**config.mk**
```make
export PLATFORM = sky130hd
export DESIGN_NAME = m68k_bus_arbiter
export DESIGN_NICKNAME = d
export VERILOG_FILES = /design/src/rtl/m68k_bus_arbiter.sv
export SDC_FILE = /design/constraint.sdc
export NUM_CORES = 1
export LEC_CHECK = 0
export CAP_MARGIN = 5
export CORE_UTILIZATION = 32
export CTS_CLUSTER_SIZE = 12
export DETAILED_ROUTE_END_ITERATION = 16
export PLACE_DENSITY = 0.54
export SLEW_MARGIN = 10
export SYNTH_ARGS = -nofsm -noshare
export SYNTH_HDL_FRONTEND = slang
export SYNTH_SLANG_ARGS = --single-unit
```
**constraint.sdc**
```tcl
create_clock -name clk16 -period 1.85 [get_ports clk16]
set_input_delay 0.185 -clock clk16 [delete_from_list [all_inputs] [get_ports clk16]]
set_output_delay 0.185 -clock clk16 [all_outputs]
set_load 0.01 [all_outputs]
```
**src/rtl/m68k_bus_arbiter.sv**
```systemverilog
// Arbitrates the 68000 bus between a DMA engine (req[0]) and a debug port (req[1]) using
// the BR/BG/BGACK handshake, with round-robin tie breaking and a bounded ownership time.
module m68k_bus_arbiter #(
  parameter int HOLD_MAX = 255,
  parameter int CNT_W    = 8
) (
  input  logic       clk16,
  input  logic       reset,
  output logic       br_n,
  input  logic       bg_n,
  output logic       bgack_n,
  input  logic       as_n,
  input  logic       dtack_n,
  input  logic [1:0] req,
  output logic [1:0] gnt,
  output logic       timeout
);

  typedef enum logic [2:0] {IDLE, REQ, WAITBUS, OWN, RELEASE} state_t;

  localparam logic [CNT_W-1:0] HOLD_LIM = CNT_W'(HOLD_MAX);

  state_t           state;
  logic [1:0]       bg_sync;
  logic [1:0]       as_sync;
  logic [1:0]       dtack_sync;
  logic             sel;
  logic             last;
  logic             win;
  logic [CNT_W-1:0] hold_cnt;

  // CPU-side strobes are asynchronous to clk16; idle level is 1.
  always_ff @(posedge clk16 or posedge reset) begin
    if (reset) begin
      bg_sync    <= 2'b11;
      as_sync    <= 2'b11;
      dtack_sync <= 2'b11;
    end else begin
      bg_sync    <= {bg_sync[0], bg_n};
      as_sync    <= {as_sync[0], as_n};
      dtack_sync <= {dtack_sync[0], dtack_n};
    end
  end

  // On a tie the requester that did not own the bus last wins.
  always_comb begin
    win = (req == 2'b11) ? ~last : req[1];
  end

  always_ff @(posedge clk16 or posedge reset) begin
    if (reset) begin
      state    <= IDLE;
      br_n     <= 1'b1;
      bgack_n  <= 1'b1;
      gnt      <= 2'b00;
      timeout  <= 1'b0;
      last     <= 1'b1;
      sel      <= 1'b0;
      hold_cnt <= '0;
    end else begin
      timeout <= 1'b0;
      case (state)
        IDLE: begin
          if (|req) begin
            sel   <= win;
            br_n  <= 1'b0;
            state <= REQ;
          end
        end
        REQ: begin
          if (!req[sel]) begin
            br_n  <= 1'b1;
            state <= IDLE;
          end else if (!bg_sync[1]) begin
            state <= WAITBUS;
          end
        end
        WAITBUS: begin
          if (!req[sel]) begin
            br_n  <= 1'b1;
            state <= IDLE;
          end else if (as_sync[1] && dtack_sync[1]) begin
            br_n     <= 1'b1;
            bgack_n  <= 1'b0;
            gnt      <= sel ? 2'b10 : 2'b01;
            hold_cnt <= '0;
            last     <= sel;
            state    <= OWN;
          end
        end
        OWN: begin
          if (hold_cnt != HOLD_LIM) hold_cnt <= hold_cnt + 1'b1;
          // A voluntary release takes precedence over eviction in the same cycle.
          if (!req[sel] || (hold_cnt == HOLD_LIM)) begin
            gnt     <= 2'b00;
            bgack_n <= 1'b1;
            timeout <= req[sel];
            state   <= RELEASE;
          end
        end
        RELEASE: begin
          state <= IDLE;
        end
        default: begin
          br_n    <= 1'b1;
          bgack_n <= 1'b1;
          gnt     <= 2'b00;
          state   <= IDLE;
        end
      endcase
    end
  end

endmodule

```
==> results of run 1 <==
-- cell usage after synthesis, types with 3 or more instances --
cell	count
nor3_1	3
nor4_1	3
a21oi_1	4
nor2_1	7
nand2_1	7
dfstp_2	9
o211ai_1	3
mux2_2	5
nand3_1	4
inv_1	6
dfrtp_1	15
o21ai_0	4
-- worst max-delay path by stage --
stage / from / end / slack (ns) / cells past startpoint
final: hold_cnt[0]$_DFFE_PP0P_ / gnt[0]$_DFFE_PP0P_ / 0.10 / 5
after floorplan: state[0]$_DFFE_PP0P_ / hold_cnt[3]$_DFFE_PP0P_ / 0.13 / 5
after global routing: state[2]$_DFFE_PP0P_ / br_n$_DFFE_PP1P_ / 0.02 / 4
after global placement: req[1] / hold_cnt[3]$_DFFE_PP0P_ / -0.02 / 6
after detailed placement: req[1] / hold_cnt[7]$_DFFE_PP0P_ / -0.05 / 6
after CTS: hold_cnt[0]$_DFFE_PP0P_ / gnt[0]$_DFFE_PP0P_ / 0.01 / 5
-- cell type report --
| cell class | count | area (µm²) |
|---|---|---|
| repair buffers | 25 | 215 |
| multi-input cells | 74 | 518 |
| flip-flops and latches | 24 | 612 |
| well taps | 46 | 57.6 |
| fillers | 343 | 1950 |
| inverters | 6 | 22.5 |
| clock buffers | 4 | 36.3 |
-- worst max-delay path, delay by kind of cell, from the launching register on --
kind                     cells  cell delay, ns
AO/OA/AOI/OAI                1            0.23
flip-flops                   1            0.42
multiplexers                 1            0.34
adder cells (fa/ha/maj)      1            0.23
AND/OR/NAND/NOR              2            0.44
-- layer usage --
metal  share of wire  global-route usage  vias up
met5               0                   0        -
met4          0.0057              0.0349        0
met3           0.037              0.0347        2
met2            0.48               0.215       19
met1            0.48               0.166      434
li1                -                   -      447
-- per-stage QoR --
stage / setup WS (ns) / setup TNS, ns
floorplan: 0.129 / 0
global placement: -0.0181 / -0.0206
detailed placement: -0.0472 / -0.0972
CTS: 0.0134 / 0
global route: 0.0182 / 0
finish: 0.102 / 0
-- sequential cells by signal, indices dropped and copies added, names as in the netlist --
signal and cells:
last 1, sel 1, as_sync 2, timeout 1
hold_cnt 8, dtack_sync 2, bgack_n 1, gnt 2
bg_sync 2, state 3, br_n 1
-- logic make-up after synthesis --
group	count (synthesis)	share of synthesized area
AOI/OAI and AO/OA	25	0.153
buffers and inverters	8	0.0406
DFF	24	0.522
and+or+nand+nor	39	0.194
xor gates and xnor gates	2	0.0149
adders and majority gates	1	0.0107
muxes	7	0.0651
-- power groups by stage --
stage	combinational, mW	clock, mW	sequential (mW)
after floorplan	0.496	0	0.830
after global placement	0.781	0	0.813
after detailed placement	0.801	0	0.820
after CTS	0.803	0.280	0.809
after global routing	0.898	0.300	0.841
final	0.806	0.265	0.809
-- timing repair --
| item | CTS | global route |
|---|---|---|
| buffers inserted | 0 | 2 |
| resized for setup | 0 | 1 |
| setup endpoints to repair | 0 | 4 |
==> flow_metrics.py, run 1 <==
metrics = {
    "routing": {
        "ant_nets": 0,
        "vias": 902,
        "detail_route.wirelength_um": 2270,
        "via_per_inst": 5.04,
        "drc": 0,
        "wl_per_cell_um": 12.7,
        "first_pass_iters": 4,
        "drt_iter0_markers": 44,
    },
    "cells_and_area": {
        "final_cell_mix": "dfrtp_1, buf_4, clkdlybuf4s50_1",
        "final_area_mm2": 0.00146,
        "antenna_cells": 0,
        "final_nets": 142,
        "final_common_cell": "dfrtp_1",
        "drive_gt1_frac": 0.316,
        "finish.utilization": 0.428,
        "area_delta_synth_final_pct": 24.7,
        "instances_no_fill": 179,
    },
    "placed_design": {
        "dp_hpwl_um": 1770,
        "place_area_mm2": 0.00141,
        "port_buffers": 11,
        "placed_cells": 173,
        "globalplace.congestion": 0.799,
    },
    "synth": {
        "synth_cells": 106,
        "syn-cell-area_mm2": 0.00117,
        "synthFlopType": "dfrtp_1",
        "avgSynthCellArea_um2": 11.1,
        "synthDistinctLibCells": 41,
        "ys_top_cells_by_area": "dfrtp_1, dfstp_2, mux2_2, nand2_1, nor2_1",
        "ys_seq_area_frac": 0.522,
        "synth.top_cell.area_share": 0.320,
        "async_flop_share": 1.00,
        "ys_ff_latch": 24,
        "synth_edf_count": 0,
        "yosysWarningCount": 0,
        "synth_top_cell_by_area": "dfrtp_1",
        "synth_nets": 114,
    },
    "worst_setup_path": {
        "slowest_delay_ns": 0.42,
        "crit_fanout": 3,
        "crit_type": "register to register",
        "cp-end-kind": "register",
        "start_kind": "register",
        "reg2reg_slack_ns": 0.10,
        "rr_endpoint": "gnt[0]$_DFFE_PP0P_",
        "crit_chain": "ha_1, and3_2, a211oi_2, or3_1, mux2_2",
        "r2r-start": "hold_cnt[0]$_DFFE_PP0P_",
        "crit_arrival_ns": 1.95,
        "required_ns": 2.06,
        "r2r_cells": 5,
        "crit_slowest_cell": "dfrtp_1",
    },
    "job": {
        "max-cap-violations": 0,
    },
    "power_and_ir_drop": {
        "netSwitchingPower_mw": 0.653,
        "powerDensity_mw_per_mm2": 1290,
        "total_power_mw": 1.88,
        "combPwrFrac": 0.429,
        "pwr-share-seq": 0.431,
        "p_sw_frac": 0.347,
        "p_clk_frac": 0.141,
        "irDropWorstVdd_uv": 729,
        "p_leak_nw": 0.644,
        "power.internal_mw": 1.23,
    },
    "timing": {
        "fin_crit_sh": 0.945,
        "rsz0062_at_grt": "no",
        "setup_viol": 0,
        "slew_violations": 0,
        "fmax_mhz": 572,
        "final_hold_viol_count": 0,
        "tightest_slew_ns": 0.328,
        "fin_skew_ns": 0.000909,
        "max-slew-margin-rel": 0.778,
        "min_period_ns": 1.75,
        "hold_slack_ns": 0.198,
    },
    "global_routing": {
        "antenna_found_initial": 0,
        "first_global_vias": 887,
        "grt_pass1_wl_um": 4040,
        "grt_max_degree": 25,
        "grt-ovfl-total": 0,
        "grtUsageTotal": 0.130,
    },
    "clock_network": {
        "clk_pin_slew_worst_paths_ns": 0.12,
        "cts_buffers": 3,
        "clockRootBuffer": "clkbuf_4",
        "cts_max_path_buffers": 2,
        "htreeDepth": 1,
        "clkLatencyLatePin_ns": 0.31,
        "ctsHoldBuffers": 0,
        "cts_num_sinks": 24,
        "cts_tree": "yes",
    },
    "floorplanning": {
        "rows": 21,
        "die-area_mm2": 0.00391,
        "top_level_ports": 12,
        "die_h_um": 62.5,
        "die_w_um": 62.5,
        "core-area_mm2": 0.00342,
        "start_util": 0.343,
    },
    "hold_path": {
        "min_path_type": "input pin to asynchronous set/reset pin",
    },
    "status": {
        "outcome": "completed",
    },
}
No activity file was read; power rests on OpenSTA's default activity.
==> run 2: changes to the inputs <==
- CORE_UTILIZATION: 32 -> 54
- PLACE_DENSITY: 0.54 -> 0.8
==> flow_metrics.py, run 2 (synthesis results as in run 1) <==
metrics = {
    "status": {
        "outcome": "completed",
    },
    "global_routing": {
        "antenna_found_initial": 0,
        "grt_max_degree": 25,
        "grt-ovfl-total": 0,
        "grtUsageTotal": 0.227,
        "grt_pass1_wl_um": 4030,
        "first_global_vias": 899,
    },
    "clock_network": {
        "cts_num_sinks": 24,
        "ctsHoldBuffers": 0,
        "htreeDepth": 1,
        "clkLatencyLatePin_ns": 0.31,
        "clk_pin_slew_worst_paths_ns": 0.13,
        "clockRootBuffer": "clkbuf_4",
        "cts_max_path_buffers": 2,
        "cts_tree": "yes",
        "cts_buffers": 3,
    },
    "routing": {
        "via_per_inst": 5.99,
        "detail_route.wirelength_um": 2440,
        "drc": 0,
        "vias": 947,
        "first_pass_iters": 4,
        "ant_nets": 0,
        "drt_iter0_markers": 17,
        "wl_per_cell_um": 15.4,
    },
    "floorplanning": {
        "core-area_mm2": 0.00200,
        "die-area_mm2": 0.00236,
        "die_h_um": 48.6,
        "top_level_ports": 12,
        "rows": 16,
        "start_util": 0.586,
        "die_w_um": 48.6,
    },
    "worst_setup_path": {
        "crit_type": "register to register",
        "reg2reg_slack_ns": 0.07,
        "r2r_cells": 5,
        "r2r-start": "hold_cnt[0]$_DFFE_PP0P_",
        "endpoint": "hold_cnt[3]$_DFFE_PP0P_",
        "crit_fanout": 7,
        "cp-end-kind": "register",
        "required_ns": 2.06,
        "crit_slowest_cell": "dfrtp_1",
        "start_kind": "register",
        "rr_endpoint": "hold_cnt[3]$_DFFE_PP0P_",
        "crit_start": "hold_cnt[0]$_DFFE_PP0P_",
        "crit_cells": 5,
        "crit_chain": "ha_1, and3_2, a21oi_2, nor2_2, a211o_1",
        "cp_top_family": "compound AO/OA/AOI/OAI gates",
        "cp_num_buf_inv": 0,
        "slowest_delay_ns": 0.43,
        "crit_arrival_ns": 1.99,
    },
    "cells_and_area": {
        "max_flop_register": "hold_cnt",
        "antenna_cells": 0,
        "final_nets": 140,
        "area_delta_synth_final_pct": 22.0,
        "top_regs": "hold_cnt: 8 flops, state: 3 flops",
        "drive_gt1_frac": 0.321,
        "largest_reg_flops": 8,
        "final_common_cell": "dfrtp_1",
        "regArea_um2": 612,
        "final_cell_mix": "dfrtp_1, buf_4, clkdlybuf4s50_1",
        "fill_cells": 136,
        "finish.utilization": 0.714,
        "multi_input_area_um2": 526,
    },
    "timing": {
        "setup_tns_ns": 0,
        "max-slew-margin-rel": 0.752,
        "setup_ws_ns": 0.0712,
        "tightest_slew_ns": 0.368,
        "fin_skew_ns": 0.00481,
        "fin_crit_sh": 0.962,
        "min_period_ns": 1.78,
        "rsz0062_at_grt": "no",
        "final_hold_viol_count": 0,
        "setup_viol": 0,
        "slew_violations": 0,
        "fmax_mhz": 562,
    },
    "placed_design": {
        "dp_hpwl_um": 1740,
        "globalplace.congestion": 0.888,
        "dpl_worst_slack_ns": -0.0577,
        "port_buffers": 11,
    },
    "hold_path": {
        "min_path_type": "input pin to asynchronous set/reset pin",
    },
    "power_and_ir_drop": {
        "irDropWorstVdd_uv": 858,
        "powerDensity_mw_per_mm2": 1340,
        "p_leak_nw": 0.635,
    },
    "job": {
        "max-cap-violations": 0,
    },
}
[run 2: how the worst min path moves through the flow]
stage / start / to / slack, ns / cells after the start
after global routing: reset / state[0]$_DFFE_PP0P_ / 0.22 / 3
after global placement: dtack_sync[0]$_DFF_PP1_ / dtack_sync[1]$_DFF_PP1_ / 0.35 / 0
after CTS: reset / hold_cnt[5]$_DFFE_PP0P_ / 0.20 / 3
after floorplan: reset / gnt[0]$_DFFE_PP0P_ / 0.19 / 1
after detailed placement: as_sync[0]$_DFF_PP1_ / as_sync[1]$_DFF_PP1_ / 0.35 / 0
final: reset / hold_cnt[5]$_DFFE_PP0P_ / 0.19 / 3
[run 2: worst reg2reg max path, stage by stage (launching register included)]
cell and delay [ns]:
dfrtp_1 0.43, ha_1 0.21, and3_2 0.25, a21oi_2 0.35
nor2_2 0.10, a211o_1 0.33
[run 2: power by group]
part / total, mW / internal [mW] / switching, mW
Sequential: 0.820 / 0.691 / 0.129
Clock: 0.272 / 0.120 / 0.152
Combinational: 0.830 / 0.428 / 0.402
Total: 1.92 / 1.24 / 0.683
[run 2: per-layer routing]
layer  up-vias  GRT usage  routed length (µm)  share of wire
met5         -          0                   0              0
met4         0      0.113                  68          0.028
met3         8     0.0346                  86          0.035
met2        35      0.371                1200           0.49
met1       459      0.294                1090           0.44
li1        445          -                   -              -
[run 2: final cells by class]
class                           count  share of cell area
Clock buffer                        4              0.0254
Inverter                            6              0.0157
Multi-Input combinational cell     74               0.367
Sequential cell                    24               0.428
Tap cell                           27              0.0236
Timing Repair Buffer               23               0.140
[run 2: metrics by stage]
step	std cells	power (mW)	hold slack [ns]	area, µm²
after global routing	158	2.06	0.225	1430
after floorplan	106	1.33	0.189	1170
final	158	1.92	0.192	1430
after CTS	158	1.90	0.197	1420
after global placement	152	1.58	0.345	1370
after detailed placement	152	1.62	0.347	1370
[run 2: timing repair]
item / in CTS / in global routing
cloned: 0 / 0
setup endpoints to repair: 2 / 2
resized for setup: 0 / 3
pin swaps: 1 / 0
setup buffers: 2 / 0
==> run 3: changes to the inputs <==
- SLEW_MARGIN: 10 -> 30
==> results of run 3 <==
The final DEF is identical to that of run 2; final timing and power are the same.
